<file path="src/rtl/nx_loader_pkg.sv">
// Shared definitions for the init loader: target codes, FSM states, header layout.
package nx_loader_pkg;

    // Record target codes carried in header bits [31:30]
    typedef enum logic [1:0] {
        TGT_INST = 2'b00,
        TGT_DATA = 2'b01,
        TGT_REG  = 2'b10,
        TGT_END  = 2'b11
    } tgt_e;

    // Loader FSM states
    typedef enum logic [1:0] {
        ST_HDR  = 2'b00,
        ST_LOAD = 2'b01,
        ST_DONE = 2'b10,
        ST_ERR  = 2'b11
    } state_e;

    // Header field positions
    localparam int unsigned HDR_TGT_MSB  = 31;
    localparam int unsigned HDR_TGT_LSB  = 30;
    localparam int unsigned HDR_CNT_MSB  = 29;
    localparam int unsigned HDR_CNT_LSB  = 16;
    localparam int unsigned HDR_BASE_MSB = 15;
    localparam int unsigned HDR_BASE_LSB = 0;

    // Field and arithmetic widths
    localparam int unsigned WORD_W    = 32;
    localparam int unsigned CNT_W     = 14;
    localparam int unsigned BASE_W    = 16;
    localparam int unsigned SUM_W     = 17;
    localparam int unsigned REG_AW    = 5;
    localparam int unsigned REG_DEPTH = 32;

endpackage

</file>
<file path="src/rtl/nx_init_loader.sv">
// Decodes framed load records from a word stream into the core's init write ports,
// holding the core in reset until an END record is accepted.
module nx_init_loader
    import nx_loader_pkg::*;
#(
    parameter int unsigned INST_DEPTH = 256,
    parameter int unsigned DATA_DEPTH = 1024
) (
    input  logic              clk,
    input  logic              rst,
    input  logic              in_valid,
    output logic              in_ready,
    input  logic [WORD_W-1:0] in_data,
    output logic              inst_ram_wen,
    output logic [WORD_W-1:0] inst_ram_waddr,
    output logic [WORD_W-1:0] inst_ram_wdata,
    output logic              data_ram_wen_initial,
    output logic [WORD_W-1:0] data_ram_waddr_initial,
    output logic [WORD_W-1:0] data_ram_wdata_initial,
    output logic              regfile_wen_initial,
    output logic [REG_AW-1:0] regfile_waddr_initial,
    output logic [WORD_W-1:0] regfile_wdata_initial,
    output logic              core_rst_n,
    output logic              done,
    output logic              err
);

    state_e              state_q;
    tgt_e                tgt_q;
    logic [BASE_W-1:0]   ptr_q;
    logic [CNT_W-1:0]    remain_q;

    logic                inst_wen_q;
    logic [WORD_W-1:0]   inst_addr_q;
    logic [WORD_W-1:0]   inst_data_q;
    logic                data_wen_q;
    logic [WORD_W-1:0]   data_addr_q;
    logic [WORD_W-1:0]   data_data_q;
    logic                reg_wen_q;
    logic [REG_AW-1:0]   reg_addr_q;
    logic [WORD_W-1:0]   reg_data_q;
    logic                core_rst_n_q;
    logic                done_q;
    logic                err_q;

    tgt_e                hdr_tgt;
    logic [CNT_W-1:0]    hdr_cnt;
    logic [BASE_W-1:0]   hdr_base;
    logic [SUM_W-1:0]    hdr_sum;
    logic [SUM_W-1:0]    hdr_limit;
    logic                hdr_oob;
    logic                accept;
    logic [WORD_W-1:0]   ram_addr;

    // Ready only in the record-consuming states, and never while reset is applied
    assign in_ready = ~rst & ((state_q == ST_HDR) | (state_q == ST_LOAD));
    assign accept   = in_valid & in_ready;
    assign ram_addr = {14'b0, ptr_q, 2'b00};

    // Header field split and bounds check against the selected target's depth
    always_comb begin
        hdr_tgt  = tgt_e'(in_data[HDR_TGT_MSB:HDR_TGT_LSB]);
        hdr_cnt  = in_data[HDR_CNT_MSB:HDR_CNT_LSB];
        hdr_base = in_data[HDR_BASE_MSB:HDR_BASE_LSB];
        hdr_sum  = SUM_W'(hdr_base) + SUM_W'(hdr_cnt);
        case (hdr_tgt)
            TGT_INST: hdr_limit = SUM_W'(INST_DEPTH);
            TGT_DATA: hdr_limit = SUM_W'(DATA_DEPTH);
            default:  hdr_limit = SUM_W'(REG_DEPTH);
        endcase
        hdr_oob = (hdr_sum > hdr_limit);
    end

    // Record FSM with registered write ports and status outputs
    always_ff @(posedge clk) begin
        if (rst) begin
            state_q      <= ST_HDR;
            tgt_q        <= TGT_INST;
            ptr_q        <= '0;
            remain_q     <= '0;
            inst_wen_q   <= 1'b0;
            inst_addr_q  <= '0;
            inst_data_q  <= '0;
            data_wen_q   <= 1'b0;
            data_addr_q  <= '0;
            data_data_q  <= '0;
            reg_wen_q    <= 1'b0;
            reg_addr_q   <= '0;
            reg_data_q   <= '0;
            core_rst_n_q <= 1'b0;
            done_q       <= 1'b0;
            err_q        <= 1'b0;
        end else begin
            inst_wen_q   <= 1'b0;
            data_wen_q   <= 1'b0;
            reg_wen_q    <= 1'b0;
            // Release lags DONE by a cycle so the final write lands first
            core_rst_n_q <= (state_q == ST_DONE);
            case (state_q)
                ST_HDR: begin
                    if (accept) begin
                        if (hdr_tgt == TGT_END) begin
                            state_q <= ST_DONE;
                            done_q  <= 1'b1;
                        end else if (hdr_cnt != '0) begin
                            if (hdr_oob) begin
                                state_q <= ST_ERR;
                                err_q   <= 1'b1;
                            end else begin
                                tgt_q    <= hdr_tgt;
                                ptr_q    <= hdr_base;
                                remain_q <= hdr_cnt;
                                state_q  <= ST_LOAD;
                            end
                        end
                    end
                end
                ST_LOAD: begin
                    if (accept) begin
                        case (tgt_q)
                            TGT_INST: begin
                                inst_wen_q  <= 1'b1;
                                inst_addr_q <= ram_addr;
                                inst_data_q <= in_data;
                            end
                            TGT_DATA: begin
                                data_wen_q  <= 1'b1;
                                data_addr_q <= ram_addr;
                                data_data_q <= in_data;
                            end
                            TGT_REG: begin
                                reg_wen_q  <= 1'b1;
                                reg_addr_q <= ptr_q[REG_AW-1:0];
                                reg_data_q <= in_data;
                            end
                            default: begin
                            end
                        endcase
                        ptr_q    <= ptr_q + BASE_W'(1);
                        remain_q <= remain_q - CNT_W'(1);
                        if (remain_q == CNT_W'(1)) begin
                            state_q <= ST_HDR;
                        end
                    end
                end
                ST_DONE: begin
                end
                ST_ERR: begin
                end
                default: state_q <= ST_HDR;
            endcase
        end
    end

    assign inst_ram_wen           = inst_wen_q;
    assign inst_ram_waddr         = inst_addr_q;
    assign inst_ram_wdata         = inst_data_q;
    assign data_ram_wen_initial   = data_wen_q;
    assign data_ram_waddr_initial = data_addr_q;
    assign data_ram_wdata_initial = data_data_q;
    assign regfile_wen_initial    = reg_wen_q;
    assign regfile_waddr_initial  = reg_addr_q;
    assign regfile_wdata_initial  = reg_data_q;
    assign core_rst_n             = core_rst_n_q;
    assign done                   = done_q;
    assign err                    = err_q;

endmodule

</file>
<file path="config.mk">
export PLATFORM = sky130hd
export DESIGN_NAME = nx_init_loader
export DESIGN_NICKNAME = d
export VERILOG_FILES = /design/src/rtl/nx_loader_pkg.sv /design/src/rtl/nx_init_loader.sv
export SDC_FILE = /design/constraint.sdc
export NUM_CORES = 1
export LEC_CHECK = 0
export ABC_AREA = 1
export BUFFER_PORTS_ARGS = -buffer_cell sky130_fd_sc_hd__buf_4
export CAP_MARGIN = 10
export CORE_MARGIN = 2
export CORE_UTILIZATION = 50
export DETAILED_ROUTE_END_ITERATION = 10
export GPL_ROUTABILITY_DRIVEN = 0
export GPL_TIMING_DRIVEN = 0
export MAX_ROUTING_LAYER = met4
export PLACE_DENSITY_LB_ADDON = 0.3
export SLEW_MARGIN = 25
export SYNTH_ARGS = -nofsm -noshare
export SYNTH_HDL_FRONTEND = slang
export SYNTH_SLANG_ARGS = --single-unit
export TNS_END_PERCENT = 5
</file>
<file path="constraint.sdc">
create_clock -name clk -period 8.4 [get_ports clk]
set_input_delay 2.52 -clock clk [delete_from_list [all_inputs] [get_ports clk]]
set_output_delay 2.52 -clock clk [all_outputs]
set_load 0.1 [all_outputs]
</file>
==> key figures <==
STA
  – RSZ-0062 raised after global routing: no
  – PnR worst setup slack: 2.69 ns
  – Slew @ Worst Pin: 0.840 ns
  – Slew Viols, Final: 0
  – Fmax: 0.175 GHz
  – Hold slack: around 0.51 ns
  – Fin crit period: approximately 5.7 ns
  – Slew margin rel.: 44.0%
  – Final hold vios: 0
  – Setup TNS: 0 ns
  – Finish-stage setup viols: 0
  – Tcrit/Tclk final: ~68%
  – Clock Skew: approximately 0.011 ns

Placed design
  – DP Worst Slack: 2.46 ns
  – PortBufs: 174
  – Dpl hpwl: 19,800 um

Worst setup path
  – Worst path cell trace: buf_4, nor2_1, buf_4
  – CP max-delay cell: buf_4
  – Req. time, crit path: 5.88 ns
  – CP arrival: 3.19 ns
  – CP Launch Type: input pin
  – CP endpoint kind: output pin
  – Worst path max stage delay: between 0.3 and 0.4 ns
  – WS Path Type: input pin to output pin
  – Setup crit start: rst
  – Crit Reg-Reg Startpoint: state_q[1]$_SDFFE_PP0P_
  – CP dominant cell by count: buf_4
  – Crit path max-delay family: buffers and inverters
  – Worst Path Max Fanout: 7
  – Critical path buffer and inverter count: 2

CTS
  – Longest Clk Path Bufs: 2
  – Setup Buffers After CTS: 0
  – # clock sinks: 173
  – Post-cts sizing count: 0
  – Num CTS Buffers: 17
  – Clock slew at reported path FFs: 0.07 ns
  – Post-CTS Hold Buffers: 0
  – CTS HTree Levels: 4
  – Clock Latency Late Sink: around 0.43 ns
  – CTS tree: yes
  – Clk root buf: clkbuf_16

Global routing
  – Initial antenna violation count: 0
  – Grt ovf: 0
  – Pin count of the biggest net entering global routing: 19
  – Vias in the first global route: 7,947
  – All-Layer GR Usage: 31.4%
  – First-pass GRT wire length: 41,900 um

Finish
  – FILL cells: around 1,400
  – ANT cells: 0
  – Share of cells above drive strength 1: 18.4%
  – Final Net Count: 1,448
  – Synth-to-Final Area Change: 28.1%
  – Util after Layout: approximately two thirds

Drt
  – Initial DRC Count: 837
  – Drt via density: 5.38
  – Pre-antenna DRT Iters: 6
  – Vias: around 8,700
  – Routed wire length: ~27,000 um
  – Final ANT Viol Nets: 0
  – DRC Markers: 0
  – Drt wl/cell: 16.7 um

Die
  – Die ar.: between 15,000 and 20,000 um^2
  – Starting Density: 51.4%
  – IO Pins: 207
  – Die Ht: 132 um
  – Floorplan core area: 15,900 um^2
  – Num rows: 46
  – Chip width: 132 um

Yosys
  – Ys Warns: 0
  – Seq/Total Area, Yosys: ~42%
  – Post-synth EDFFs: 0
  – Top_reg_cell synth: dfxtp_1
  – Flip-flop and latch count after synthesis: 173
  – Synth unique cells: 32
  – Synth Instances: ~1,200
  – Post-Syn Area: about 8200 um^2
  – Asr flop ratio synth: 0%
  – Mean Syn Cell Area: ~7.0 um^2

Power and ir drop
  – Pwr Density: 196 nW/um^2
  – Total power: 2060 uW
  – Worst VDD drop: 0.000148 V
  – Pleak: 0.00520 uW

Min path
  – Hold Crit Start: err$_SDFFE_PP0P_
  – Hold/Removal Path Class: flop to flop

Outcome
  – Status: finished, final reports clean

Job
  – Max cap viols: 0
==> registers in the layout, summed over array words and instances, names as in the netlist, 2 cells and up <==
name	count
tgt_q	2
data_ram_wdata_initial	32
inst_ram_waddr	16
inst_ram_wdata	32
regfile_wdata_initial	32
ptr_q	16
data_ram_waddr_initial	16
regfile_waddr_initial	5
state_q	2
remain_q	14
==> worst paths after layout <==
kind	slack (ns)	cells past startpoint	to
worst min-delay path	0.51	2	err$_SDFFE_PP0P_
worst max-delay path	2.69	3	in_ready
worst max register to register	5.70	9	inst_ram_wdata[1]$_SDFFE_PP0P_
worst min register to register	0.51	2	err$_SDFFE_PP0P_
==> power by group <==
group	total [uW]	switching (uW)	internal, uW
Sequential	852	15.8	836
Clock	803	369	434
Combinational	402	297	104
Total	2060	682	1370
==> final cells by class <==
| type | count | area, um^2 | area share, % |
|---|---|---|---|
| clock buffers | 18 | 439 | 4.18 |
| flip-flops and latches | 173 | 3460 | 33.0 |
| plain buffers | 94 | 490 | 4.67 |
| clock inverters | 14 | 173 | 1.65 |
| repair buffers | 174 | 1310 | 12.4 |
| inverters | 93 | 349 | 3.33 |
| well taps | 216 | 270 | 2.57 |
| multi-input cells | 839 | 4010 | 38.2 |
==> stage by stage <==
stage	cells	cell area [um^2]
floorplan	1199	8310
global placement	1589	9880
detailed placement	1589	9880
CTS	1621	10500
global route	1621	10500
finish	1621	10500
==> cell usage in the layout (no fill, tap or decap), drive strengths merged <==
master    synthesis  routed
a21oi           118     118
a311oi            1       1
a31oi             2       2
and2              3       3
and3              1       1
buf              41     215
bufinv            0       1
clkbuf           53      71
clkinv            0       6
clkinvlp          0       1
conb              1      32
dfxtp           173     173
fa                1       1
ha               20      20
inv              93      99
mux2i             1       1
nand2           181     181
nand3            50      50
nand3b           13      13
nand4             8       8
nor2            208     208
nor3             15      15
nor4              1       1
o21ai           165     165
o21bai            1       1
or2               1       1
xnor2             4       4
xor2             13      13
==> cell usage after synthesis, drive strengths merged (2+ instances only) <==
master / number / area [um^2]
a21oi: 118 / 594
buf: 41 / 292
nor3: 15 / 75.1
nand4: 8 / 50.1
ha: 20 / 250
xnor2: 4 / 35.0
clkbuf: 53 / 199
a31oi: 2 / 12.5
nand2: 181 / 702
dfxtp: 173 / 3460
nor2: 208 / 788
inv: 93 / 349
nand3: 50 / 250
and2: 3 / 18.8
nand3b: 13 / 97.6
xor2: 13 / 114
o21ai: 165 / 826
==> logic make-up after synthesis <==
logic type | Yosys count | share of synthesized area, %
AO/OA/AOI/OAI | 287 | 17.8
adder cells (fa/ha/maj) | 21 | 3.30
flip-flops | 173 | 42.3
other | 1 | 0.0458
XOR/XNOR | 17 | 1.82
multiplexers | 1 | 0.122
AND/OR/NAND/NOR | 481 | 24.4
buffers and inverters | 187 | 10.2
==> routing by layer <==
| metal | vias to the layer above | track usage [%] | part of all wire [%] |
|---|---|---|---|
| li1 | 4197 | - | - |
| met3 | 81 | 8.73 | 11 |
| met5 | - | - | 0 |
| met4 | 0 | 12.0 | 3.7 |
| met2 | 424 | 48.8 | 46 |
| met1 | 4018 | 38.8 | 40 |
==> worst register-to-register path: stages (launching register included) <==
cell and delay (ns):
dfxtp_1 0.36, nor2_1 0.22, nand2_1 0.17, nor2_1 0.12
inv_1 0.08, nor3_1 0.62, buf_2 0.37, clkbuf_1 0.44
o21ai_0 0.16, nor2_1 0.11
No activity file was read; power rests on OpenSTA's default activity.
